===== config.mk =====
export PLATFORM = sky130hd
export DESIGN_NAME = fifo_rr_write_arbiter
export DESIGN_NICKNAME = d
export VERILOG_FILES = /design/src/rtl/fifo_rr_write_arbiter.sv
export SDC_FILE = /design/constraint.sdc
export NUM_CORES = 1
export LEC_CHECK = 0
export CAP_MARGIN = 5
export CORE_AREA = 2 2 130 132
export CTS_CLUSTER_SIZE = 25
export DETAILED_ROUTE_END_ITERATION = 8
export DIE_AREA = 0 0 132 134
export PLACE_DENSITY = 0.66
export SYNTH_ARGS = -nofsm -noshare
export SYNTH_HDL_FRONTEND = slang
export SYNTH_SLANG_ARGS = --single-unit

===== constraint.sdc =====
create_clock -name clk -period 2.56 [get_ports clk]
set_clock_uncertainty 0.15 [all_clocks]
set_input_delay 0.64 -clock clk [delete_from_list [all_inputs] [get_ports clk]]
set_output_delay 0.64 -clock clk [all_outputs]
set_load 0.05 [all_outputs]

===== src/rtl/fifo_rr_write_arbiter.sv =====
// Round-robin write-port arbiter: shares one FIFO write port among NUM_REQ producers with bounded bursts.
// Optional per-requester beat counters on stat_beats are built when ARB_STATS_EN is defined.
module fifo_rr_write_arbiter #(
  parameter int NUM_REQ    = 4,
  parameter int DATA_WIDTH = 64,
  parameter int MAX_BURST  = 4
) (
  input  logic                          clk,
  input  logic                          reset,
  input  logic [NUM_REQ-1:0]            req_valid,
  input  logic [NUM_REQ*DATA_WIDTH-1:0] req_data,
  output logic [NUM_REQ-1:0]            req_ready,
  input  logic                          fifo_full,
  output logic                          fifo_wr_en,
  output logic [DATA_WIDTH-1:0]         fifo_in,
  output logic [$clog2(NUM_REQ)-1:0]    grant_id,
  output logic                          busy
`ifdef ARB_STATS_EN
  ,
  output logic [NUM_REQ*16-1:0]         stat_beats
`endif
);

  localparam int ID_W = $clog2(NUM_REQ);
  localparam int BC_W = $clog2(MAX_BURST + 1);

  typedef enum logic {
    IDLE  = 1'b0,
    GRANT = 1'b1
  } state_t;

  state_t          state_q, state_d;
  logic [ID_W-1:0] rr_ptr_q, rr_ptr_d;
  logic [ID_W-1:0] grant_id_q, grant_id_d;
  logic [BC_W-1:0] burst_cnt_q, burst_cnt_d;
  logic [ID_W-1:0] pick;
  logic [ID_W-1:0] next_ptr;
  logic            pick_found;
  logic            g_valid;

  function automatic logic [ID_W-1:0] wrap_add(input logic [ID_W-1:0] base, input int unsigned off);
    int unsigned sum;
    sum = (32'(base) + off) % NUM_REQ;
    return ID_W'(sum);
  endfunction

  assign next_ptr = wrap_add(grant_id_q, 1);

  // Scan from the farthest offset down so the candidate nearest rr_ptr is the one left standing.
  always_comb begin : pick_logic
    pick       = rr_ptr_q;
    pick_found = 1'b0;
    for (int k = NUM_REQ - 1; k >= 0; k--) begin
      if (req_valid[wrap_add(rr_ptr_q, 32'(k))]) begin
        pick       = wrap_add(rr_ptr_q, 32'(k));
        pick_found = 1'b1;
      end
    end
  end

  always_comb begin : next_state_logic
    // NOTE: every signal written here gets a default first, so no path leaves one unassigned and no latch is inferred.
    state_d     = state_q;
    rr_ptr_d    = rr_ptr_q;
    grant_id_d  = grant_id_q;
    burst_cnt_d = burst_cnt_q;
    req_ready   = '0;
    fifo_wr_en  = 1'b0;
    fifo_in     = '0;
    g_valid     = req_valid[grant_id_q];

    case (state_q)
      IDLE: begin
        if (pick_found) begin
          state_d     = GRANT;
          grant_id_d  = pick;
          burst_cnt_d = '0;
        end
      end
      GRANT: begin
        // NOTE: reset is synchronous, so the handshake is masked combinationally to keep a beat from landing in the reset cycle.
        fifo_in               = req_data[grant_id_q*DATA_WIDTH +: DATA_WIDTH];
        req_ready[grant_id_q] = !fifo_full && !reset;
        fifo_wr_en            = g_valid && !fifo_full && !reset;
        if (!g_valid) begin
          state_d  = IDLE;
          rr_ptr_d = next_ptr;
        end else if (fifo_wr_en) begin
          burst_cnt_d = burst_cnt_q + BC_W'(1);
          if (burst_cnt_q == BC_W'(MAX_BURST - 1)) begin
            state_d  = IDLE;
            rr_ptr_d = next_ptr;
          end
        end
      end
      default: state_d = IDLE;
    endcase
  end

  always_ff @(posedge clk) begin : state_regs
    // NOTE: state registers use non-blocking assignments so every flop samples pre-edge values.
    if (reset) begin
      state_q     <= IDLE;
      rr_ptr_q    <= '0;
      grant_id_q  <= '0;
      burst_cnt_q <= '0;
    end else begin
      state_q     <= state_d;
      rr_ptr_q    <= rr_ptr_d;
      grant_id_q  <= grant_id_d;
      burst_cnt_q <= burst_cnt_d;
    end
  end

  assign grant_id = grant_id_q;
  assign busy     = (state_q == GRANT);

`ifdef ARB_STATS_EN
  logic [15:0] stat_q [NUM_REQ];
  logic [15:0] stat_d [NUM_REQ];

  always_comb begin : stat_logic
    for (int i = 0; i < NUM_REQ; i++) begin
      stat_d[i] = stat_q[i];
      if (fifo_wr_en && (grant_id_q == ID_W'(i)) && (stat_q[i] != 16'hFFFF)) begin
        stat_d[i] = stat_q[i] + 16'd1;
      end
      stat_beats[i*16 +: 16] = stat_q[i];
    end
  end

  always_ff @(posedge clk) begin : stat_regs
    for (int i = 0; i < NUM_REQ; i++) begin
      if (reset) begin
        stat_q[i] <= '0;
      end else begin
        stat_q[i] <= stat_d[i];
      end
    end
  end
`endif

endmodule


==> out/metrics.cfg, run 1 <==
[routing]
wl_per_cell_um = 20.8
num_vias = 3484
finalWirelength_um = 16300
vias_per_cell = 4.43
drtIter0Drc = 112
first_pass_iters = 4
ant_nets = 0
drc = 0

[critical_path]
worstPathRequired_ns = 1.77
crit_arrival_ns = 1.84
cp_max_fo = 6
start_kind = flip-flop
reg2reg_depth = 7
path_class = flip-flop to primary output
endpoint_kind = primary output

[outcome]
status = finished with violations
violations = setup timing

[clock_tree]
hold_buffers = 0
cts_buffers = 3
cts_sinks = 8
htreeDepth = 1
clk_path_buf_depth = 2
cts-root-buf = clkbuf_16
cts.clk_slew.worst_paths_ns = 0.04
clock_latency_ns = 0.23
cts_tree = done

[power_and_ir_drop]
comb_power_share = 0.824
p_clk_frac = 0.115
switching_power_mw = 0.996
worst_ir_drop_vdd_uv = 301
powerDensity_nw_per_um2 = 349
internal_power_mw = 1.40
p_seq_frac = 0.061
power.total_mw = 2.40
leakagePower_nw = 3.14
switching_share = 0.415

[sta]
setup_violations = 16
final-max-slew-violation-count = 0
fin_crit_ns = 2.63
tightest_slew_ns = 0.423
rsz0062_at_grt = yes
slew_headroom = 0.716
hold_viol = 0
fmax_ghz = 0.380
finalCritPeriodShare = 1.03
fin_ws_ns = -0.0699

[floorplan]
initial_core_util = 0.158
coreArea_um2 = 16300
die_w_um = 132
ios = 335
fp.dieH_um = 134
dieArea_um2 = 17700
rows = 47

[worst_hold_path]
holdPathStages = 1
min_path_type = flip-flop to flip-flop

[cells_and_area]
final_cell_mix = dlygate4sd2_1, and2_4, buf_8, mux4_2, buf_4
drive_gt1_frac = 0.450
layout_commonest_cell = dlygate4sd2_1
final_util = 0.423
syn2layout_area_growth_pct = 167
nets = 834

[logic_synthesis]
synthXorXnorAreaFrac = 0
netlist_instances = 216
ys_ff_latch = 8
synth.largest_area_cell = mux4_2
synth_cell_types = 32
syn_area_um2 = 2580
yosys_warnings = 0
syn-num-nets = 485
ys_top_cells_by_area = mux4_2, and2_1, dfxtp_1, ha_1, buf_12
avgSynthCellArea_um2 = 12.0
muxShareOfSynthArea = 0.588
synthAdderAreaFrac = 0.0291
synth-compound-area-share = 0.0238
synth-simple-area-share = 0.222
ys_seq_area_frac = 0.0620
synth_top_area_frac = 0.558
synth_top_family_by_area = multiplexers

[grt]
antenna_found_initial = 4
grt_start_max_net_pins = 72
grtUsageTotal = 0.175
grt.overflow.total = 0
grt_pass1_vias = 3940
grt_pass1_wl_um = 23900

[place]
numPortBuffers = 334
hpwl_um = 12800
place.gp.congestion = 1.02

[run]
maxCapViolCount = 0

==> registers in the layout, summed over array words and instances (netlist names) <==
register     cells
busy             1
grant_id         2
rr_ptr_q         2
burst_cnt_q      3
==> power groups by stage <==
stage	Combinational (mW)	Clock (mW)	Sequential (mW)
finish	1.98	0.276	0.146
global route	2.07	0.292	0.148
CTS	1.96	0.279	0.146
detailed placement	1.69	0	0.153
global placement	1.67	0	0.153
floorplan	0.948	0	0.164
==> critical path, cell delays in order, from the launching register on <==
cell and delay (ns):
dfxtp_4 0.36, buf_6 0.12, buf_6 0.11, buf_12 0.13, mux4_2 0.55, and2_4 0.19, buf_8 0.14
==> Yosys cell counts <==
master / instances
nor2b_1: 3
inv_1: 6
a22oi_1: 1
buf_6: 1
nand2b_1: 2
nor4_1: 2
mux2i_1: 4
a32o_1: 1
o21ai_0: 2
mux2_4: 1
or2_2: 1
nor2_1: 8
nor3b_2: 2
mux2_2: 2
or3_1: 1
clkbuf_1: 10
nor3_1: 1
mux4_2: 64
ha_1: 6
dfxtp_1: 8
o211ai_1: 1
nor3b_1: 2
nand3b_1: 1
buf_12: 3
a221oi_1: 1
buf_4: 1
buf_2: 8
o211ai_2: 1
and2_1: 68
a21oi_1: 1
buf_8: 1
nand2_1: 2
==> layer usage <==
metal	up-vias	GRT usage	wire [um]
met5	-	0	29
met4	4	0.0314	269
met1	1718	0.200	6080
met2	185	0.320	8590
met3	29	0.0601	1360
li1	1548	-	-
==> what timing repair did <==
| action | CTS | global route |
|---|---|---|
| pin swaps | 0 | 4 |
| cloned | 5 | 1 |
| hold endpoints to repair | 0 | 0 |
| endpoints found under the setup margin | 65 | 63 |
| buffers inserted | 10 | 4 |
| gates resized for setup | 460 | 20 |
==> cell families (layout without fill, tap and decap cells) <==
family	Yosys count	in the layout
other	0	3
and+or+nand+nor	93	93
AOI/OAI and AO/OA	8	8
muxes	71	71
DFF	8	8
buffers and inverters	30	378
adders and majority gates	6	6
==> final timing paths <==
kind	start	to	slack, ns
worst max-delay path	grant_id[0]$_SDFFE_PP0P_	fifo_in[0]	-0.07
worst min-delay path	burst_cnt_q[0]$_SDFFE_PP0P_	burst_cnt_q[0]$_SDFFE_PP0P_	0.33
worst max register to register	grant_id[0]$_SDFFE_PP0P_	rr_ptr_q[0]$_SDFFE_PP0P_	0.61
worst min register to register	burst_cnt_q[0]$_SDFFE_PP0P_	burst_cnt_q[0]$_SDFFE_PP0P_	0.33
==> metrics by stage <==
step | hold slack [ns] | std cells | cell area (um^2) | setup WS (ns) | TNS, ns
6_report | 0.334 | 787 | 6890 | -0.0699 | -0.230
5_1_grt | 0.338 | 786 | 6890 | -0.117 | -2.19
4_1_cts | 0.332 | 781 | 6790 | -0.102 | -0.697
3_5_place_dp | 0.319 | 763 | 6160 | -0.211 | -7.53
3_3_place_gp | 0.301 | 763 | 6160 | -0.217 | -6.83
2_1_floorplan | 0.291 | 216 | 2620 | -0.0422 | -0.845
==> area by class of cell <==
| type | count | area (um^2) |
|---|---|---|
| multi-input combinational | 178 | 2410 |
| inverter | 6 | 22.5 |
| tap | 220 | 275 |
| clock buffer | 4 | 78.8 |
| fill | 1606 | 9400 |
| timing repair buffer | 368 | 3920 |
| sequential | 8 | 169 |
| antenna | 3 | 7.51 |
Power figures use the tool's default switching activity.
==> run 2: changes to the inputs <==
--- a/config.mk
+++ b/config.mk
@@ -5,12 +5,13 @@
 export SDC_FILE = /design/constraint.sdc
 export NUM_CORES = 1
 export LEC_CHECK = 0
+export ABC_AREA = 1
 export CAP_MARGIN = 5
-export CORE_AREA = 2 2 130 132
+export CORE_AREA = 2 2 128 130
 export CTS_CLUSTER_SIZE = 25
 export DETAILED_ROUTE_END_ITERATION = 8
-export DIE_AREA = 0 0 132 134
-export PLACE_DENSITY = 0.66
+export DIE_AREA = 0 0 130 132
+export PLACE_DENSITY = 0.69
 export SYNTH_ARGS = -nofsm -noshare
 export SYNTH_HDL_FRONTEND = slang
 export SYNTH_SLANG_ARGS = --single-unit
==> out/metrics.cfg, run 2 <==
[floorplan]
die_w_um = 130  ; -1.5%
initial_core_util = 0.183  ; +0.0248
fp.dieH_um = 132  ; -1.5%
rows = 46  ; -2.1%
ios = 335  ; unchanged
coreArea_um2 = 15700  ; -3.5%
dieArea_um2 = 17200  ; -3.0%

[routing]
drc = 0  ; unchanged
vias_per_cell = 4.52  ; +2.1%
finalWirelength_um = 17000  ; +3.8%
drtIter0Drc = 173  ; +54%
first_pass_iters = 4  ; unchanged
ant_nets = 0  ; unchanged
num_vias = 5204  ; +49%
wl_per_cell_um = 14.7  ; -29%

[power_and_ir_drop]
worst_ir_drop_vdd_uv = 668  ; +120%
powerDensity_nw_per_um2 = 1140  ; +230%
leakagePower_nw = 2.94  ; -6.4%
power.total_mw = 8.71  ; +260%

[sta]
fin_crit_ns = 2.53  ; -0.0966 ns
finalCritPeriodShare = 0.990  ; -0.0377
slew_headroom = 0.662  ; -0.0536
setup_violations = 0  ; -16
tightest_slew_ns = 0.507  ; +0.0843 ns
finalSetupTns_ns = 0  ; +0.230 ns
fmax_ghz = 0.395  ; +3.8%
final-max-slew-violation-count = 0  ; unchanged
rsz0062_at_grt = yes
hold_viol = 0  ; unchanged

[place]
place.gp.congestion = 0.900  ; -12%
numPortBuffers = 334  ; unchanged
hpwl_um = 13200  ; +2.6%
placedInstanceArea_um2 = 7240  ; +18%

[run]
maxCapViolCount = 0  ; unchanged

[logic_synthesis]
yosys_warnings = 0  ; unchanged
synth_top_area_frac = 0.343  ; -0.216
synth_edf_count = 0  ; unchanged
async_reset_ff_frac = 0  ; unchanged
ys_seq_area_frac = 0.0556  ; -0.00642
ys_top_cells_by_area = nor2_1, o21ai_0, a21oi_1, dfxtp_1, nand2_1
yosysMostFrequentCell = nor2_1
syn_area_um2 = 2880  ; +12%
avgSynthCellArea_um2 = 4.66  ; -61%
syn-num-nets = 887  ; +83%
synth_cell_types = 23  ; -28%
ys_ff_latch = 8  ; unchanged
synth.largest_area_cell = nor2_1
netlist_instances = 618  ; +190%
synth_flop_cell = dfxtp_1
synth_common_cells = nor2_1, o21ai_0, a21oi_1, nand2_1, clkbuf_1

[clock_tree]
cts_sinks = 8  ; unchanged
hold_buffers = 0  ; unchanged
cts_setup_buffers = 0  ; -10
cts_tree = done
htreeDepth = 1  ; unchanged
cts-root-buf = clkbuf_16
cts.clk_slew.worst_paths_ns = 0.04  ; about the same
clk_path_buf_depth = 2  ; unchanged
cts_buffers = 3  ; unchanged
clock_latency_ns = 0.23  ; about the same

[critical_path]
endpoint_kind = primary output
worstPathRequired_ns = 1.77  ; about the same
crit_arrival_ns = 1.74  ; -0.10 ns
path_common_cell = nor2_1
path_class = input port to primary output
cpPeakStageDelay_ns = 0.47  ; -0.08 ns
cp_max_fo = 1  ; -5
start_kind = input port
crit_chain = clkdlybuf4s50_1 -> nor2_1 -> nor2_1 -> o21ai_1 -> a21oi_4 -> buf_4
cp_slowest_cell = clkdlybuf4s50_1

[grt]
grt_pass1_vias = 4976  ; +26%
grt.overflow.total = 0  ; unchanged
grt_pass1_wl_um = 25300  ; +5.8%
grtUsageTotal = 0.182  ; +0.00662
grt_start_max_net_pins = 65  ; -9.7%
antenna_found_initial = 0  ; -4

[cells_and_area]
num_antenna_cells = 0  ; -3
regMostFlops = burst_cnt_q
final_cell_area_um2 = 7650  ; +11%
drive_gt1_frac = 0.220  ; -0.230
nets = 1205  ; +44%
final_cell_mix = clkdlybuf4s50_1, nor2_1, o21ai_0, a21oi_4, buf_6
syn2layout_area_growth_pct = 166
layout_commonest_cell = clkdlybuf4s50_1
largest_register_ffs = 3  ; unchanged

[outcome]
status = finished clean

[worst_hold_path]
min_path_type = flip-flop to flip-flop

[run 2: cell count changes after synthesis, moves of 5 or more]
cell,before,now
buf_1,0,9
inv_1,6,17
a21oi_1,1,71
nand3_1,0,9
buf_2,8,18
clkbuf_1,10,22
and2_1,68,0
nor2_1,8,263
nand2_1,2,33
mux4_2,64,0
inv_2,0,5
o21ai_0,2,133
nand2_2,0,12
[run 2: path summary, 6_finish.rpt]
kind	endpoint	start	slack, ns	depth (start not counted)
worst max-delay path	fifo_in[0]	req_data[0]	0.03	6
worst min-delay path	burst_cnt_q[0]$_SDFFE_PP0P_	burst_cnt_q[0]$_SDFFE_PP0P_	0.32	1
worst max register to register	burst_cnt_q[2]$_SDFFE_PP0P_	grant_id[1]$_SDFFE_PP0P_	0.64	10
worst min register to register	burst_cnt_q[0]$_SDFFE_PP0P_	burst_cnt_q[0]$_SDFFE_PP0P_	0.32	1
[run 2: report_power, final]
part	total (mW)	leakage, nW	internal [mW]	switching (mW)
sequential	0.294	0.0670	0.175	0.120
clock	0.269	0.0382	0.207	0.0612
combinational	8.14	2.83	3.04	5.11
total	8.71	2.94	3.42	5.29
[run 2: layer usage]
metal	GRT usage	part of all wire
met5	0	0
met4	0.0388	0.020
met3	0.0414	0.084
met2	0.336	0.50
met1	0.211	0.39
[run 2: stage by stage]
| step | util | setup WS (ns) | hold slack [ns] | cells |
|---|---|---|---|---|
| floorplan | - | 0.0284 | 0.282 | 618 |
| global placement | 0.461 | -0.208 | 0.309 | 1147 |
| detailed placement | 0.461 | -0.216 | 0.305 | 1147 |
| CTS | 0.471 | -0.0518 | 0.320 | 1152 |
| global route | 0.487 | -0.0413 | 0.347 | 1151 |
| finish | 0.487 | 0.0267 | 0.319 | 1151 |
[run 2: kinds of logic (layout without fill, tap and decap cells)]
family          Yosys count  in the layout  synth area share
simple gates            322            322             0.442
compound gates          209            209             0.369
buf+inv                  73            390             0.107
flops                     8              8            0.0556
fa+ha+maj                 6              6            0.0261
[run 2: cell type report]
type / count / area, um^2
multi-input combinational: 537 / 3180
timing repair buffer: 364 / 3870
tap: 216 / 270
sequential: 8 / 169
fill: 1576 / 8060
clock buffer: 4 / 78.8
inverter: 22 / 88.8
[run 2: worst max-delay path, delay by kind of cell]
kind	cells	cell delay [ns]
buffers and inverters	2	0.68
AO/OA/AOI/OAI	2	0.30
AND/OR/NAND/NOR	2	0.12
[run 2: timing repair]
item,4_1_cts,5_1_grt
setup endpoints to repair,54,67
pin swaps,1,9
endpoints found under the hold margin,0,0
gates cloned,1,0
resized for setup,17,117
==> run 3: changes to the inputs <==
--- a/config.mk
+++ b/config.mk
@@ -12,6 +12,7 @@
 export DETAILED_ROUTE_END_ITERATION = 8
 export DIE_AREA = 0 0 130 132
 export PLACE_DENSITY = 0.69
+export SKIP_CTS_REPAIR_TIMING = 1
 export SYNTH_ARGS = -nofsm -noshare
 export SYNTH_HDL_FRONTEND = slang
 export SYNTH_SLANG_ARGS = --single-unit
==> constraint.sdc (replaced) <==
create_clock -name clk -period 2.7 [get_ports clk]
set_clock_uncertainty 0.15 [all_clocks]
set_input_delay 0.675 -clock clk [delete_from_list [all_inputs] [get_ports clk]]
set_output_delay 0.675 -clock clk [all_outputs]
set_load 0.05 [all_outputs]
==> out/metrics.cfg, run 3 (same netlist as run 2, synthesis figures left out) <==
[outcome]
status = finished clean

[routing]
finalWirelength_um = 16800  ; -1.0%
drc = 0  ; unchanged
drtIter0Drc = 210  ; +21%
ant_nets = 0  ; unchanged
wl_per_cell_um = 14.7  ; about the same
num_vias = 5103  ; -1.9%
first_pass_iters = 5  ; +1
vias_per_cell = 4.48  ; -0.99%

[worst_hold_path]
hold_end = burst_cnt_q[0]$_SDFFE_PP0P_
hp-start = burst_cnt_q[0]$_SDFFE_PP0P_
holdPathStages = 1  ; unchanged
min_path_type = flip-flop to flip-flop

[cells_and_area]
regMostFlops = burst_cnt_q
drive_gt1_frac = 0.208  ; -0.0125
syn2layout_area_growth_pct = 148
largest_register_ffs = 3  ; unchanged
final_cell_area_um2 = 7140  ; -6.8%
nets = 1194  ; -0.91%
layout_commonest_cell = clkdlybuf4s50_1
num_antenna_cells = 0  ; unchanged
final_cell_mix = clkdlybuf4s50_1, nor2_1, o21ai_0, buf_4, a21oi_2
final_util = 0.454  ; -0.0330

[run]
maxCapViolCount = 0  ; unchanged

[floorplan]
die_w_um = 130  ; unchanged
fp.dieH_um = 132  ; unchanged
coreArea_um2 = 15700  ; unchanged
ios = 335  ; unchanged
rows = 46  ; unchanged
initial_core_util = 0.183  ; unchanged
dieArea_um2 = 17200  ; unchanged

[grt]
grt.overflow.total = 0  ; unchanged
grt_pass1_wl_um = 25200  ; -0.19%
antenna_found_initial = 0  ; unchanged
grt_start_max_net_pins = 70  ; +7.7%
grtUsageTotal = 0.182  ; +0.000500
grt_pass1_vias = 4920  ; -1.1%

[sta]
rsz0062_at_grt = yes
slew_headroom = 0.660  ; -0.00205
tightest_slew_ns = 0.510  ; +0.00308 ns
finalCritPeriodShare = 0.978
final-max-slew-violation-count = 0  ; unchanged
fmax_ghz = 0.379
setup_violations = 0  ; unchanged
hold_viol = 0  ; unchanged
fin_crit_ns = 2.64

[critical_path]
path_class = input port to primary output
critPathBufInv = 2  ; unchanged
endpoint_kind = primary output
crit_arrival_ns = 1.82  ; +0.08 ns
path_delay_family = buffers and inverters
reg2reg_depth = 9  ; -1
crit_chain = clkdlybuf4s50_1 -> nor2_1 -> nor2_1 -> o21ai_0 -> a21oi_4 -> buf_4
start_kind = input port
cp_slowest_cell = clkdlybuf4s50_1
path_common_cell = nor2_1
r2r_slack_ns = 0.82  ; +0.18 ns
rr_endpoint = burst_cnt_q[2]$_SDFFE_PP0P_
worstPathRequired_ns = 1.88  ; +0.11 ns
regToRegStartpoint = grant_id[0]$_SDFFE_PP0P_
cp_max_fo = 1  ; unchanged
cpPeakStageDelay_ns = 0.45  ; -0.02 ns

[clock_tree]
cts_sinks = 8  ; unchanged
cts_buffers = 3  ; unchanged
cts-root-buf = clkbuf_16
clock_latency_ns = 0.24  ; about the same
htreeDepth = 1  ; unchanged
cts.clk_slew.worst_paths_ns = 0.04  ; about the same
cts_tree = done
clk_path_buf_depth = 2  ; unchanged

[place]
placedInstanceArea_um2 = 7030  ; -3.0%
hpwl_um = 13200  ; -0.23%
place.gp.congestion = 0.786  ; -13%
numPortBuffers = 334  ; unchanged

[power_and_ir_drop]
powerDensity_nw_per_um2 = 1060  ; -7.1%
worst_ir_drop_vdd_uv = 599  ; -10%
leakagePower_nw = 2.78  ; -5.2%

run 3: cell types whose count changed in the layout (fill, tap and decap cells not counted), sizes merged:
cell           previous run  this run
buf                     100        90
bufbuf                    1         0
clkdlybuf4s50           260       263
dlymetal6s2s              3         0
run 3: routing by layer:
layer / vias to the layer above / wire (um) / GRT usage
met1: 2251 / 6690 / 0.209
li1: 2626 / - / -
met4: 0 / 186 / 0.0245
met5: - / 0 / 0
met2: 211 / 8440 / 0.345
met3: 15 / 1470 / 0.0450
run 3: how the worst max path moves through the flow:
stage / start / endpoint / slack, ns / depth (start not counted)
finish: req_data[54] / fifo_in[54] / 0.06 / 6
detailed placement: req_data[3] / fifo_in[3] / -0.08 / 6
CTS: req_data[3] / fifo_in[3] / -0.09 / 6
global placement: req_data[3] / fifo_in[3] / -0.06 / 6
floorplan: busy$_SDFF_PP0_ / fifo_in[10] / -0.02 / 4
global route: req_data[3] / fifo_in[3] / -0.03 / 6
run 3: cell type report:
cell class,count,area (um^2)
fill,1635,8580
timing repair buffer,353,3710
multi-input combinational,537,2820
tap,216,270
sequential,8,165
inverter,22,86.3
clock buffer,4,78.8
run 3: power breakdown:
part | internal, mW | total (mW) | switching [mW]
registers | 0.161 | 0.231 | 0.0698
clock network | 0.197 | 0.262 | 0.0647
logic | 2.55 | 7.05 | 4.50
total | 2.91 | 7.54 | 4.63
run 3: worst reg2reg max path: stages (launching register included):
cell and delay [ns]:
dfxtp_4 0.37, buf_12 0.27, a21oi_1 0.15, o21ai_2 0.09, nand2_1 0.11, nor2_4 0.13
buf_4 0.14, inv_2 0.04, or2_1 0.20, a21oi_1 0.14
run 3: stage by stage:
stage	power [mW]	worst slack (ns)	hold WS, ns	cells	TNS, ns
finish	7.54	0.0597	0.321	1140	0
global route	8.11	-0.0325	0.352	1140	-0.0751
CTS	7.60	-0.0919	0.324	1141	-0.213
detailed placement	7.32	-0.0839	0.319	1137	-0.174
global placement	7.29	-0.0561	0.298	1137	-0.0776
floorplan	4.84	-0.0175	0.282	618	-0.698
